`config.mk`:
```
export PLATFORM = sky130hd
export DESIGN_NAME = serial_rx_buffer
export DESIGN_NICKNAME = d
export VERILOG_FILES = /design/src/rtl/serial_rx_buffer.sv
export SDC_FILE = /design/constraint.sdc
export NUM_CORES = 1
export LEC_CHECK = 0
export BUFFER_PORTS_ARGS = -buffer_cell sky130_fd_sc_hd__buf_2
export CAP_MARGIN = 40
export CORE_MARGIN = 8
export CORE_UTILIZATION = 54
export DETAILED_ROUTE_END_ITERATION = 7
export GPL_ROUTABILITY_DRIVEN = 0
export PLACE_DENSITY = 0.75
export SYNTH_ARGS = -nofsm -noshare
export SYNTH_HDL_FRONTEND = slang
export SYNTH_SLANG_ARGS = --single-unit
```
`constraint.sdc`:
```
create_clock -name clk -period 2.1 [get_ports clk]
set_input_delay 0.21 -clock clk [delete_from_list [all_inputs] [get_ports clk]]
set_output_delay 0.21 -clock clk [all_outputs]
set_load 0.01 [all_outputs]
```
`src/rtl/serial_rx_buffer.sv`:
```
// serial_rx_buffer: reassembles MSB-first serial beats into parallel words,
// queues them in a first-word-fall-through FIFO with a valid/ready output,
// pulses a credit per popped word and keeps sticky framing/overflow flags.
module serial_rx_buffer #(
   parameter int SERIAL_WIDTH   = 4,
   parameter int PARALLEL_WIDTH = 32,
   parameter int DEPTH          = 4
) (
   input  logic                         clk,
   input  logic                         reset,
   input  logic                         valid_in,
   input  logic [SERIAL_WIDTH-1:0]      sin,
   output logic [PARALLEL_WIDTH-1:0]    pout,
   output logic                         pvalid,
   input  logic                         pready,
   output logic                         credit,
   output logic [$clog2(DEPTH+1)-1:0]   count,
   output logic                         frame_err,
   output logic                         overflow,
   input  logic                         clear_err
);

   // Beats per frame; the last beat carries PAD filler bits below the word LSB.
   localparam int BEATS = (PARALLEL_WIDTH + SERIAL_WIDTH - 1) / SERIAL_WIDTH;
   localparam int PAD   = BEATS * SERIAL_WIDTH - PARALLEL_WIDTH;
   localparam int CTR_W = $clog2(BEATS + 1);
   localparam int PTR_W = $clog2(DEPTH);
   localparam int CNT_W = $clog2(DEPTH + 1);

   typedef enum logic {S_IDLE, S_RECEIVE} state_t;

   state_t                    state_q, state_d;
   logic [CTR_W-1:0]          ctr_q, ctr_d;
   logic [PARALLEL_WIDTH-1:0] word_q, word_d;
   logic [CTR_W-1:0]          beat_idx;
   logic                      capture;
   logic                      push;
   logic                      truncate;

   logic [PARALLEL_WIDTH-1:0] mem [DEPTH];
   logic [PTR_W-1:0]          rd_ptr, wr_ptr;
   logic                      full;
   logic                      pop;
   logic                      accept;

   // Assembler next-state: which beat to capture, when to push, when a frame breaks.
   // NOTE: every variable gets a default first so no path leaves one unassigned (no latch).
   always_comb begin
      state_d  = state_q;
      ctr_d    = ctr_q;
      beat_idx = '0;
      capture  = 1'b0;
      push     = 1'b0;
      truncate = 1'b0;
      case (state_q)
         S_IDLE: begin
            if (valid_in) begin
               capture = 1'b1;
               if (BEATS == 1) begin
                  push = 1'b1;
               end else begin
                  ctr_d   = CTR_W'(1);
                  state_d = S_RECEIVE;
               end
            end
         end
         S_RECEIVE: begin
            if (valid_in) begin
               capture  = 1'b1;
               beat_idx = ctr_q;
               if (ctr_q == CTR_W'(BEATS - 1)) begin
                  push    = 1'b1;
                  ctr_d   = '0;
                  state_d = S_IDLE;
               end else begin
                  ctr_d = ctr_q + CTR_W'(1);
               end
            end else begin
               truncate = 1'b1;
               ctr_d    = '0;
               state_d  = S_IDLE;
            end
         end
         default: begin
            ctr_d   = '0;
            state_d = S_IDLE;
         end
      endcase
   end

   // Word assembly: each word bit maps to one beat and one beat bit of the padded
   // frame; iterating over word bits keeps every write in range and drops the pad.
   // NOTE: combinational logic uses blocking '='; clocked state below uses '<=' only.
   always_comb begin
      word_d = word_q;
      for (int j = 0; j < PARALLEL_WIDTH; j++) begin
         if (capture && (beat_idx == CTR_W'(BEATS - 1 - (j + PAD) / SERIAL_WIDTH))) begin
            word_d[j] = sin[(j + PAD) % SERIAL_WIDTH];
         end
      end
   end

   // Assembler state register; reset discards any partial frame.
   always_ff @(posedge clk or posedge reset) begin
      if (reset) begin
         state_q <= S_IDLE;
         ctr_q   <= '0;
         word_q  <= '0;
      end else begin
         state_q <= state_d;
         ctr_q   <= ctr_d;
         word_q  <= word_d;
      end
   end

   // FIFO handshake: a push into a full FIFO is accepted only when a pop frees the slot.
   assign pvalid = (count != '0);
   assign full   = (count == CNT_W'(DEPTH));
   assign pop    = pvalid && pready;
   assign accept = push && (!full || pop);
   assign pout   = pvalid ? mem[rd_ptr] : '0;

   // FIFO storage write; the completed word is written on the last beat's edge.
   // NOTE: storage is deliberately not reset; count gates pout so stale data never shows.
   always_ff @(posedge clk) begin
      if (accept) begin
         mem[wr_ptr] <= word_d;
      end
   end

   // FIFO pointers and occupancy; pointers wrap naturally since DEPTH is a power of two.
   always_ff @(posedge clk or posedge reset) begin
      if (reset) begin
         wr_ptr <= '0;
         rd_ptr <= '0;
         count  <= '0;
      end else begin
         if (accept) wr_ptr <= wr_ptr + PTR_W'(1);
         if (pop)    rd_ptr <= rd_ptr + PTR_W'(1);
         case ({accept, pop})
            2'b10:   count <= count + CNT_W'(1);
            2'b01:   count <= count - CNT_W'(1);
            default: count <= count;
         endcase
      end
   end

   // Credit pulse one cycle after each pop and sticky flags; a new event beats clear_err.
   always_ff @(posedge clk or posedge reset) begin
      if (reset) begin
         credit    <= 1'b0;
         frame_err <= 1'b0;
         overflow  <= 1'b0;
      end else begin
         credit    <= pop;
         frame_err <= (frame_err && !clear_err) || truncate;
         overflow  <= (overflow && !clear_err) || (push && !accept);
      end
   end

endmodule
```
==> impl_results.md, run 1 <==
* Sequential-to-total area share from yosys stat at 0.7251
* Final period utilization at 1.030
* H-tree depth at 4
* Crit-path cells: buf_12 > buf_8 > mux4_2 > and2_4 > buf_6
* Detail Route Antenna Nets at 0
* # IOs at 48
* Post-route cell area at 8605 µm²
* Worst Skew at 0.008277 ns
* Seq pwr share at 0.367
* Inserted Clock Buffers at 17
* Outcome: finished with violations
* Clk Latency, worst-skew pair at 0.43 ns
* Crit Path Class: reg2out
* Placed Area at 7507 µm²
* Chip width at 129.2 µm
* Input/output buffers at 47
* Synth warn at 0
* GRT Overall Usage at 0.1660
* CTS tree: done
* FMAX at 462.4 MHz
* Clk pwr share at 0.282
* Comb pwr share at 0.350
* Crit start category: flop
* #FFs+latches synth at 175
* Final Critical Period at 2.163 ns
* Initial DRC count at 431
* Buffers from clock root to sink, at most at 2
* Slew HR at 0.6084
* Hold/Removal Path Class: in2reg
* Internal Pwr Total at 8.367 mW
* PnR Total Power at 11.41 mW
* Area delta synth->final at 24.29%
* Crit path buf inv count at 3
* CTS sink count at 175
* Syn avg cell area at 19.45 µm²
* Net Count, Synth at 372
* Core area at 12570 µm²
* Hold depth at 3
* Rows at 41
* First-pass GRT wire length at 20.13 mm
* Post-Syn Instances at 356
* DRT Wirelength at 14.54 mm
* Pwr/cell area at 1326 nW/µm²
* Worst setup EP type: primary output
* RSZ-0062 raised after global routing: true
* Clock root buffer: clkbuf_16
* Vias per cell at 5.684
* Most frequent cells in the layout: edfxtp_1, dfrtp_1, mux4_2, mux2_2, buf_2
* Arrival time worst endpoint at 1.95 ns
* Setup TNS at -1.078 ns
* Final hold violations at 0
* Layout cells sized above 1 at 0.4712
* Ranking of synthesized cells by area: edfxtp_1, dfrtp_1, mux4_2
* FF-to-FF path depth at 9
* Worst slew pin tran at 0.5813 ns
* Die Span Y at 129.2 µm
* CP max FO at 4
* CP delay by family, top: multiplexers
* First-pass iteration count of the detailed router at 5
* Number of antenna violations at the first check in global routing at 0
* Vias at 3547
* Maximum vdd drop at 0.8323 mV
* Synthesized area at 6923 µm²
* Area of the die at 16700 µm²
* Switching Fraction at 0.2668
* Total gr overflow at 0
* Yosys top cell by area: edfxtp_1
* Commonest non-fill, non-tap cell in the layout: edfxtp_1
* DRC at 0
* Total net switching power at 3.045 mW
* Initial core utilization at 0.5508
* Max stage delay on crit path at 0.51 ns
* NumNets Final at 455
* Dpl hpwl at 7.321 mm
* Yosys cell types at 37
* Clock transition at path regs at 0.06 ns
* Slew Viols, Final at 0
* Largest net degree at the start of global routing at 35
* DR WL/cell at 23.30 µm
* CP required at 1.89 ns
* Final worst setup slack at -0.06252 ns
* Final setup fails at 30
* Vias in the first global route at 3659
* Area share of the largest cell type after synthesis at 0.5552
* Failing checks: negative setup slack
* Leak Pwr at 3.244 nW
* Crit path depth at 5
* Slowest cell on the critical path: mux4_2
* Max Cap Viol at 0
* Ant. Diodes at 0
[sequential cells by signal, indices dropped and copies added, names as in the netlist]
signal     cells
word_q        32
state_q        1
ctr_q          4
credit         1
mem          128
count          3
frame_err      1
overflow       1
rd_ptr         2
wr_ptr         2
[synthesized netlist by cell type (all sizes together)]
cell type,instances
mux4,32
mux2,33
edfxtp,128
mux2i,2
fa,1
ha,6
inv,10
xor2,3
o21a,1
o21ai,4
a21oi,1
or4b,1
and3b,1
nor2,5
nand2,6
nand4b,1
nor3b,3
nor4,1
buf,9
nand3b,2
and4bb,1
nand2b,1
xnor2,3
and2,37
clkbuf,8
or3,2
and3,1
o22ai,1
o32ai,1
nand3,4
dfrtp,47
[worst min-delay path: cells and delay by family]
kind                   cells  cell delay [ns]
AND/OR/NAND/NOR            1             0.12
buffers and inverters      1             0.09
AO/OA/AOI/OAI              1             0.07
[final cells by class]
type / count / area [µm²]
inverter: 10 / 37.54
tap: 172 / 215.2
timing repair buffer: 81 / 878.3
clock buffer: 20 / 436.7
multi-input combinational: 154 / 1848
fill: 787 / 3964
clock inverter: 12 / 167.7
sequential: 175 / 5021
[kinds of logic (layout without fill, tap and decap cells)]
group           count (synthesis)  after routing  synth area share
fa+ha+maj                       7              7           0.01374
simple gates                   66             66           0.06525
compound gates                  8              8          0.006869
mux                            67             67            0.1612
flops                         175            175            0.7251
xor+xnor                        6              6          0.007592
buf+inv                        27            123           0.02024
[worst paths after layout]
kind	start	to	slack [ns]
max	rd_ptr[0]	pout[7]	-0.06
min	pready	overflow	0.12
max reg2reg	count[1]	count[2]	-0.04
min reg2reg	word_q[29]	word_q[29]	0.54
max in group asynchronous	reset	word_q[20]	1.18
min in group asynchronous	reset	count[2]	0.38
[metal layers]
| metal | share of wire | global-route usage | vias to the layer above | wire [µm] |
|---|---|---|---|---|
| met4 | 0.020 | 0.07671 | 0 | 295 |
| met1 | 0.41 | 0.2019 | 1855 | 5937 |
| met5 | 0 | 0 | - | 0 |
| met3 | 0.054 | 0.04150 | 26 | 792 |
| li1 | - | - | 1529 | - |
| met2 | 0.52 | 0.2748 | 137 | 7515 |
[per-stage QoR]
stage | utilization | setup WS (ns) | instances | hold WS [ns]
2_1_floorplan | - | -0.07886 | 356 | 0.2991
3_3_place_gp | 0.5973 | -0.02666 | 577 | 0.2850
3_5_place_dp | 0.5973 | -0.07977 | 577 | 0.2904
4_1_cts | 0.6512 | -0.08416 | 612 | 0.09254
5_1_grt | 0.6846 | -0.1706 | 624 | 0.1133
6_report | 0.6846 | -0.06252 | 624 | 0.1162
[power by group through the flow]
stage	Sequential, mW	Combinational [mW]	Clock, mW
finish	4.19	4.00	3.22
global route	4.20	4.26	3.37
CTS	4.17	2.98	3.26
detailed placement	4.24	2.81	0
global placement	4.22	2.76	0
floorplan	4.23	1.85	0
[what timing repair did]
action	CTS	global route
setup buffers	1	3
endpoints found under the setup margin	33	33
gates resized for setup	13	47
hold buffers	2	0
gates cloned	0	9
pin swaps	12	20
endpoints found under the hold margin	25	0
No activity file was read; power rests on OpenSTA's default activity.
==> run 2, diff against run 1 <==
CORE_UTILIZATION = 60   (was 54)
PLACE_DENSITY = default   (was 0.75)
PLACE_DENSITY_LB_ADDON = 0.05   (was default)
clock period = 2.7 ns   (was 2.1 ns; I/O delays follow)
==> impl_results.md, run 2 (synthesis gave the netlist of run 1 again) <==
* Outcome: complete, no violations (was finished with violations)
* FMAX at 400.8 MHz
* # IOs at 48 (unchanged)
* Worst setup EP type: primary output (unchanged)
* Crit-path cells: buf_12 > mux4_2 > and2_1 > buf_2 (was buf_12 > buf_8 > mux4_2 > and2_4 > buf_6)
* Max reg flops at 128 (unchanged)
* Placed Cells at 541 (was 577)
* Buffers from clock root to sink, at most at 2 (unchanged)
* Leak Pwr at 2.974 nW (was 3.244 nW)
* Hold/Removal Path Class: in2reg (unchanged)
* Final period utilization at 0.9240
* Input/output buffers at 47 (unchanged)
* Initial DRC count at 203 (was 431)
* Setup TNS at 0 ns (was -1.078 ns)
* NumNets Final at 434 (was 455)
* Die Span Y at 123.4 µm (was 129.2 µm)
* Maximum vdd drop at 0.5842 mV (was 0.8323 mV)
* Slew HR at 0.5163 (was 0.6084)
* GRT Overall Usage at 0.1711 (was 0.1660)
* Chip width at 123.4 µm (was 129.2 µm)
* Ant. Diodes at 0 (unchanged)
* Final Critical Period at 2.495 ns
* Top Registers: mem: 128 flops, word_q: 32 flops, ctr_q: 4 flops (unchanged)
* CTS sink count at 175 (unchanged)
* Area of the multi-input gates at 1763 µm² (was 1848 µm²)
* CP delay by family, top: flip-flops (was multiplexers)
* Worst Skew at 0.01330 ns (was 0.008277 ns)
* Fill cells at 706 (was 787)
* Post-CTS setup buffers at 0 (was 1)
* Met3 routed WL at 487 µm (was 792 µm)
* First-pass iteration count of the detailed router at 4 (was 5)
* H-tree depth at 4 (unchanged)
* Total gr overflow at 0 (unchanged)
* Sequential cell area at 5021 µm² (unchanged)
* DRT Wirelength at 11.90 mm (was 14.54 mm)
* Clock root buffer: clkbuf_16 (unchanged)
* CP required at 2.43 ns (was 1.89 ns)
* Biggest register: mem (unchanged)
* Pwr/cell area at 980.1 nW/µm² (was 1326 nW/µm²)
* Layout cells sized above 1 at 0.3782 (was 0.4712)
* Vias per cell at 5.568 (was 5.684)
* Post-route cell area at 7990 µm² (was 8605 µm²)
* Uppermost layer routed: met4 (unchanged)
* RSZ-0062 raised after global routing: false (was true)
* Worst slew pin tran at 0.7179 ns (was 0.5813 ns)
* Vias at 3196 (was 3547)
* Final hold violations at 0 (unchanged)
* Detail Route Antenna Nets at 0 (unchanged)
* First-pass GRT wire length at 18.90 mm (was 20.13 mm)
* Commonest non-fill, non-tap cell in the layout: edfxtp_1 (unchanged)
* Clock transition at path regs at 0.06 ns (about the same)
* Crit path buf inv count at 2 (was 3)
* DR WL/cell at 20.73 µm (was 23.30 µm)
* Clk Latency, worst-skew pair at 0.41 ns (was 0.43 ns)
* Dpl hpwl at 7.310 mm (was 7.321 mm)
* Max stage delay on crit path at 0.66 ns (was 0.51 ns)
* Placed Area at 7351 µm² (was 7507 µm²)
* Non-Filler Instances at 574 (was 624)
* Slew Viols, Final at 0 (unchanged)
* Rows at 39 (was 41)
* Met2 wire len at 6.016 mm (was 7.515 mm)
* Largest net degree at the start of global routing at 35 (unchanged)
* Area of the die at 15230 µm² (was 16700 µm²)
* Vias in the first global route at 3447 (was 3659)
* Max Cap Viol at 0 (unchanged)
* Crit Path Class: reg2out (unchanged)
* Slowest cell on the critical path: dfrtp_2 (was mux4_2)
* Inserted Clock Buffers at 17 (unchanged)
* Number of antenna violations at the first check in global routing at 0 (unchanged)
* Most frequent cells in the layout: edfxtp_1, buf_2, dfrtp_1 (was edfxtp_1, dfrtp_1, mux4_2, mux2_2, buf_2)
* Area delta synth->final at 15.42% (was 24.29%)
* PnR Total Power at 7.831 mW (was 11.41 mW)
* Final setup fails at 0 (was 30)
* Met1 wire length at 5.295 mm (was 5.937 mm)
* DRC at 0 (unchanged)
* Core area at 11320 µm² (was 12570 µm²)
* Final worst hold slack at 0.07771 ns (was 0.1162 ns)
* Arrival time worst endpoint at 2.22 ns (was 1.95 ns)
* Post_cts resized at 0 (was 13)
* CP max FO at 22 (was 4)
* Initial core utilization at 0.6115 (was 0.5508)
* Crit start category: flop (unchanged)
* CTS tree: done (unchanged)
## run 2: cell types whose count changed in the layout (fill, tap and decap cells not counted), sizes merged
cell         before  now
clkbuf           26   21
bufinv            4    5
clkinvlp          4    1
inv              10   11
dlygate4sd3       2    1
buf              73   59
## run 2: final timing paths
check | depth (start not counted) | slack [ns] | to | from
setup / recovery | 4 | 0.21 | pout[0] | rd_ptr[0]
hold / removal | 2 | 0.08 | overflow | clear_err
setup reg to reg | 10 | 0.35 | count[2] | ctr_q[0]
hold reg to reg | 1 | 0.50 | count[2] | count[2]
max in group asynchronous | 4 | 1.54 | word_q[18] | reset
min in group asynchronous | 3 | 0.41 | count[0] | reset
## run 2: metal layers
metal	track usage	vias up
li1	-	1489
met1	0.2136	1633
met2	0.2910	62
met3	0.03699	12
met4	0.06095	0
met5	0	-
## run 2: what timing repair did
item,in CTS,in global routing
setup endpoints to repair,0,0
endpoints found under the hold margin,20,0
hold buffers,1,0
## run 2: final cells by class
class                           count  share of cell area
Clock buffer                       21             0.05512
Clock inverter                     11             0.02365
Inverter                           10            0.004698
Multi-Input combinational cell    154              0.2206
Sequential cell                   175              0.6284
Tap cell                          143             0.02239
Timing Repair Buffer               60             0.04510
## run 2: power by group
| part | internal [mW] | total, mW | switching [mW] | leakage [nW] |
|---|---|---|---|---|
| registers | 3.17 | 3.31 | 0.136 | 1.73 |
| clock network | 1.64 | 2.56 | 0.922 | 0.303 |
| logic | 1.00 | 1.96 | 0.958 | 0.937 |
## run 2: metrics by stage
stage / setup slack (ns) / util
4_1_cts: 0.1433 / 0.7058
3_5_place_dp: 0.3580 / 0.6493
6_report: 0.2052 / 0.7058
3_3_place_gp: 0.4214 / 0.6493
5_1_grt: 0.05749 / 0.7058
2_1_floorplan: 0.4544 / -
==> run 3, diff against run 2 <==
CORE_ASPECT_RATIO = 0.75   (was default)
==> impl_results.md, run 3 (synthesis gave the netlist of run 1 again) <==
* Outcome: complete, no violations (unchanged)
* Top Registers: mem: 128 flops, word_q: 32 flops, ctr_q: 4 flops (unchanged)
* Most frequent cells in the layout: edfxtp_1, buf_2, dfrtp_1 (unchanged)
* GRT Overall Usage at 0.1834 (was 0.1711)
* Buffers from clock root to sink, at most at 2 (unchanged)
* Initial DRC count at 223 (was 203)
* Commonest non-fill, non-tap cell in the layout: edfxtp_1 (unchanged)
* H-tree depth at 4 (unchanged)
* Fill cells at 752 (was 706)
* Dpl hpwl at 7.666 mm (was 7.310 mm)
* Post_cts resized at 0 (unchanged)
* Final setup fails at 0 (unchanged)
* First-pass GRT wire length at 20.57 mm (was 18.90 mm)
* Clk Latency, worst-skew pair at 0.42 ns (was 0.41 ns)
* Vias in the first global route at 3600 (was 3447)
* Maximum vdd drop at 0.6621 mV (was 0.5842 mV)
* DRC at 0 (unchanged)
* Crit start category: flop (unchanged)
* Area delta synth->final at 15.60% (was 15.42%)
* Terminus of the critical flop-to-flop path: count[2] (unchanged)
* Initial core utilization at 0.6050 (was 0.6115)
* Arrival time worst endpoint at 2.18 ns (was 2.22 ns)
* Post-CTS setup buffers at 0 (unchanged)
* CP required at 2.43 ns (about the same)
* RSZ-0062 raised after global routing: false (unchanged)
* Setup TNS at 0 ns (unchanged)
* Worst slew pin tran at 0.6654 ns (was 0.7179 ns)
* Hold_buf cts at 1 (unchanged)
* Layout cells sized above 1 at 0.3866 (was 0.3782)
* CTS sink count at 175 (unchanged)
* Final Critical Period at 2.454 ns (was 2.495 ns)
* Core area at 11440 µm² (was 11320 µm²)
* Chip width at 140.0 µm (was 123.4 µm)
* Slew Viols, Final at 0 (unchanged)
* First-pass iteration count of the detailed router at 4 (unchanged)
* Inserted Clock Buffers at 17 (unchanged)
* Crit Path Class: reg2out (unchanged)
* Max reg flops at 128 (unchanged)
* Detail Route Antenna Nets at 0 (unchanged)
* RR Startpoint: ctr_q[0] (unchanged)
* Hold depth at 2 (unchanged)
* Hold/Removal Path Class: in2reg (unchanged)
* CP max FO at 11 (was 22)
* Leak Pwr at 2.968 nW (was 2.974 nW)
* Die Span Y at 109.0 µm (was 123.4 µm)
* Final hold violations at 0 (unchanged)
* Total gr overflow at 0 (unchanged)
* Vias per cell at 5.760 (was 5.568)
* CTS tree: done (unchanged)
* NumNets Final at 435 (was 434)
* Rows at 34 (was 39)
* DR WL/cell at 22.26 µm (was 20.73 µm)
* Largest net degree at the start of global routing at 35 (unchanged)
* Worst Skew at 0.01052 ns (was 0.01330 ns)
* Placed Area at 7397 µm² (was 7351 µm²)
* Clock transition at path regs at 0.06 ns (about the same)
* Final period utilization at 0.9090 (was 0.9240)
* Biggest register: mem (unchanged)
* Clock root buffer: clkbuf_16 (unchanged)
* HP Start: clear_err (unchanged)
* # IOs at 48 (unchanged)
* Max Cap Viol at 0 (unchanged)
* Post-route cell area at 8003 µm² (was 7990 µm²)
* Number of antenna violations at the first check in global routing at 0 (unchanged)
* Hold Path End: frame_err (was overflow)
* Ant. Diodes at 0 (unchanged)
* Slew HR at 0.5557 (was 0.5163)
* DRT Wirelength at 12.82 mm (was 11.90 mm)
* Vias at 3318 (was 3196)
* Reg2reg setup slack at 0.33 ns (was 0.35 ns)
* Input/output buffers at 47 (unchanged)
* Pwr/cell area at 974.5 nW/µm² (was 980.1 nW/µm²)
* FMAX at 407.5 MHz (was 400.8 MHz)
* Area of the die at 15270 µm² (was 15230 µm²)
* Worst setup EP type: primary output (unchanged)
* FF-to-FF path depth at 10 (unchanged)
==> run 3: critical path, cell delays in order, from the launching register on <==
cell     delay, ns
dfrtp_2       0.62
buf_4         0.31
mux4_2        0.51
and2_1        0.17
buf_2         0.14
==> run 3: how the worst max path moves through the flow <==
stage	startpoint	endpoint	slack (ns)	cells past startpoint
6_report	rd_ptr[0]	pout[31]	0.25	4
5_1_grt	ctr_q[0]	count[2]	0.11	10
4_1_cts	rd_ptr[0]	pout[31]	0.19	4
3_5_place_dp	ctr_q[0]	count[2]	0.33	10
3_3_place_gp	ctr_q[0]	count[2]	0.37	10
2_1_floorplan	count[0]	count[2]	0.45	9
==> run 3: through the flow <==
| stage | total power, mW | std cells | worst slack (ns) | hold slack [ns] | utilization |
|---|---|---|---|---|---|
| after detailed placement | 5.431 | 543 | 0.3327 | 0.4120 | 0.6464 |
| after global placement | 5.387 | 543 | 0.3719 | 0.3978 | 0.6464 |
| after global routing | 8.164 | 576 | 0.1135 | 0.03883 | 0.6993 |
| after CTS | 7.878 | 576 | 0.1942 | 0.03275 | 0.6993 |
| after floorplan | 4.720 | 356 | 0.4544 | 0.3591 | - |
| final | 7.799 | 576 | 0.2458 | 0.04920 | 0.6993 |
==> run 3: area by class of cell <==
type	instances	area, µm²	share of cell area
sequential	175	5021	0.6274
multi-input combinational	154	1763	0.2203
clock buffer	19	432.9	0.05410
timing repair buffer	61	405.4	0.05066
tap	144	180.2	0.02251
clock inverter	13	162.7	0.02033
inverter	10	37.54	0.004690
==> run 3: layer usage <==
layer,global-route usage,up-vias,wire length [µm]
li1,-,1487,-
met1,0.2394,1736,5747
met2,0.3008,86,6323
met3,0.04856,9,661
met4,0.05792,0,91
met5,0,-,0
==> run 3: power breakdown <==
group	switching, mW	internal (mW)
Combinational	0.980	1.03
Clock	0.995	1.46
Sequential	0.162	3.17
Total	2.14	5.66
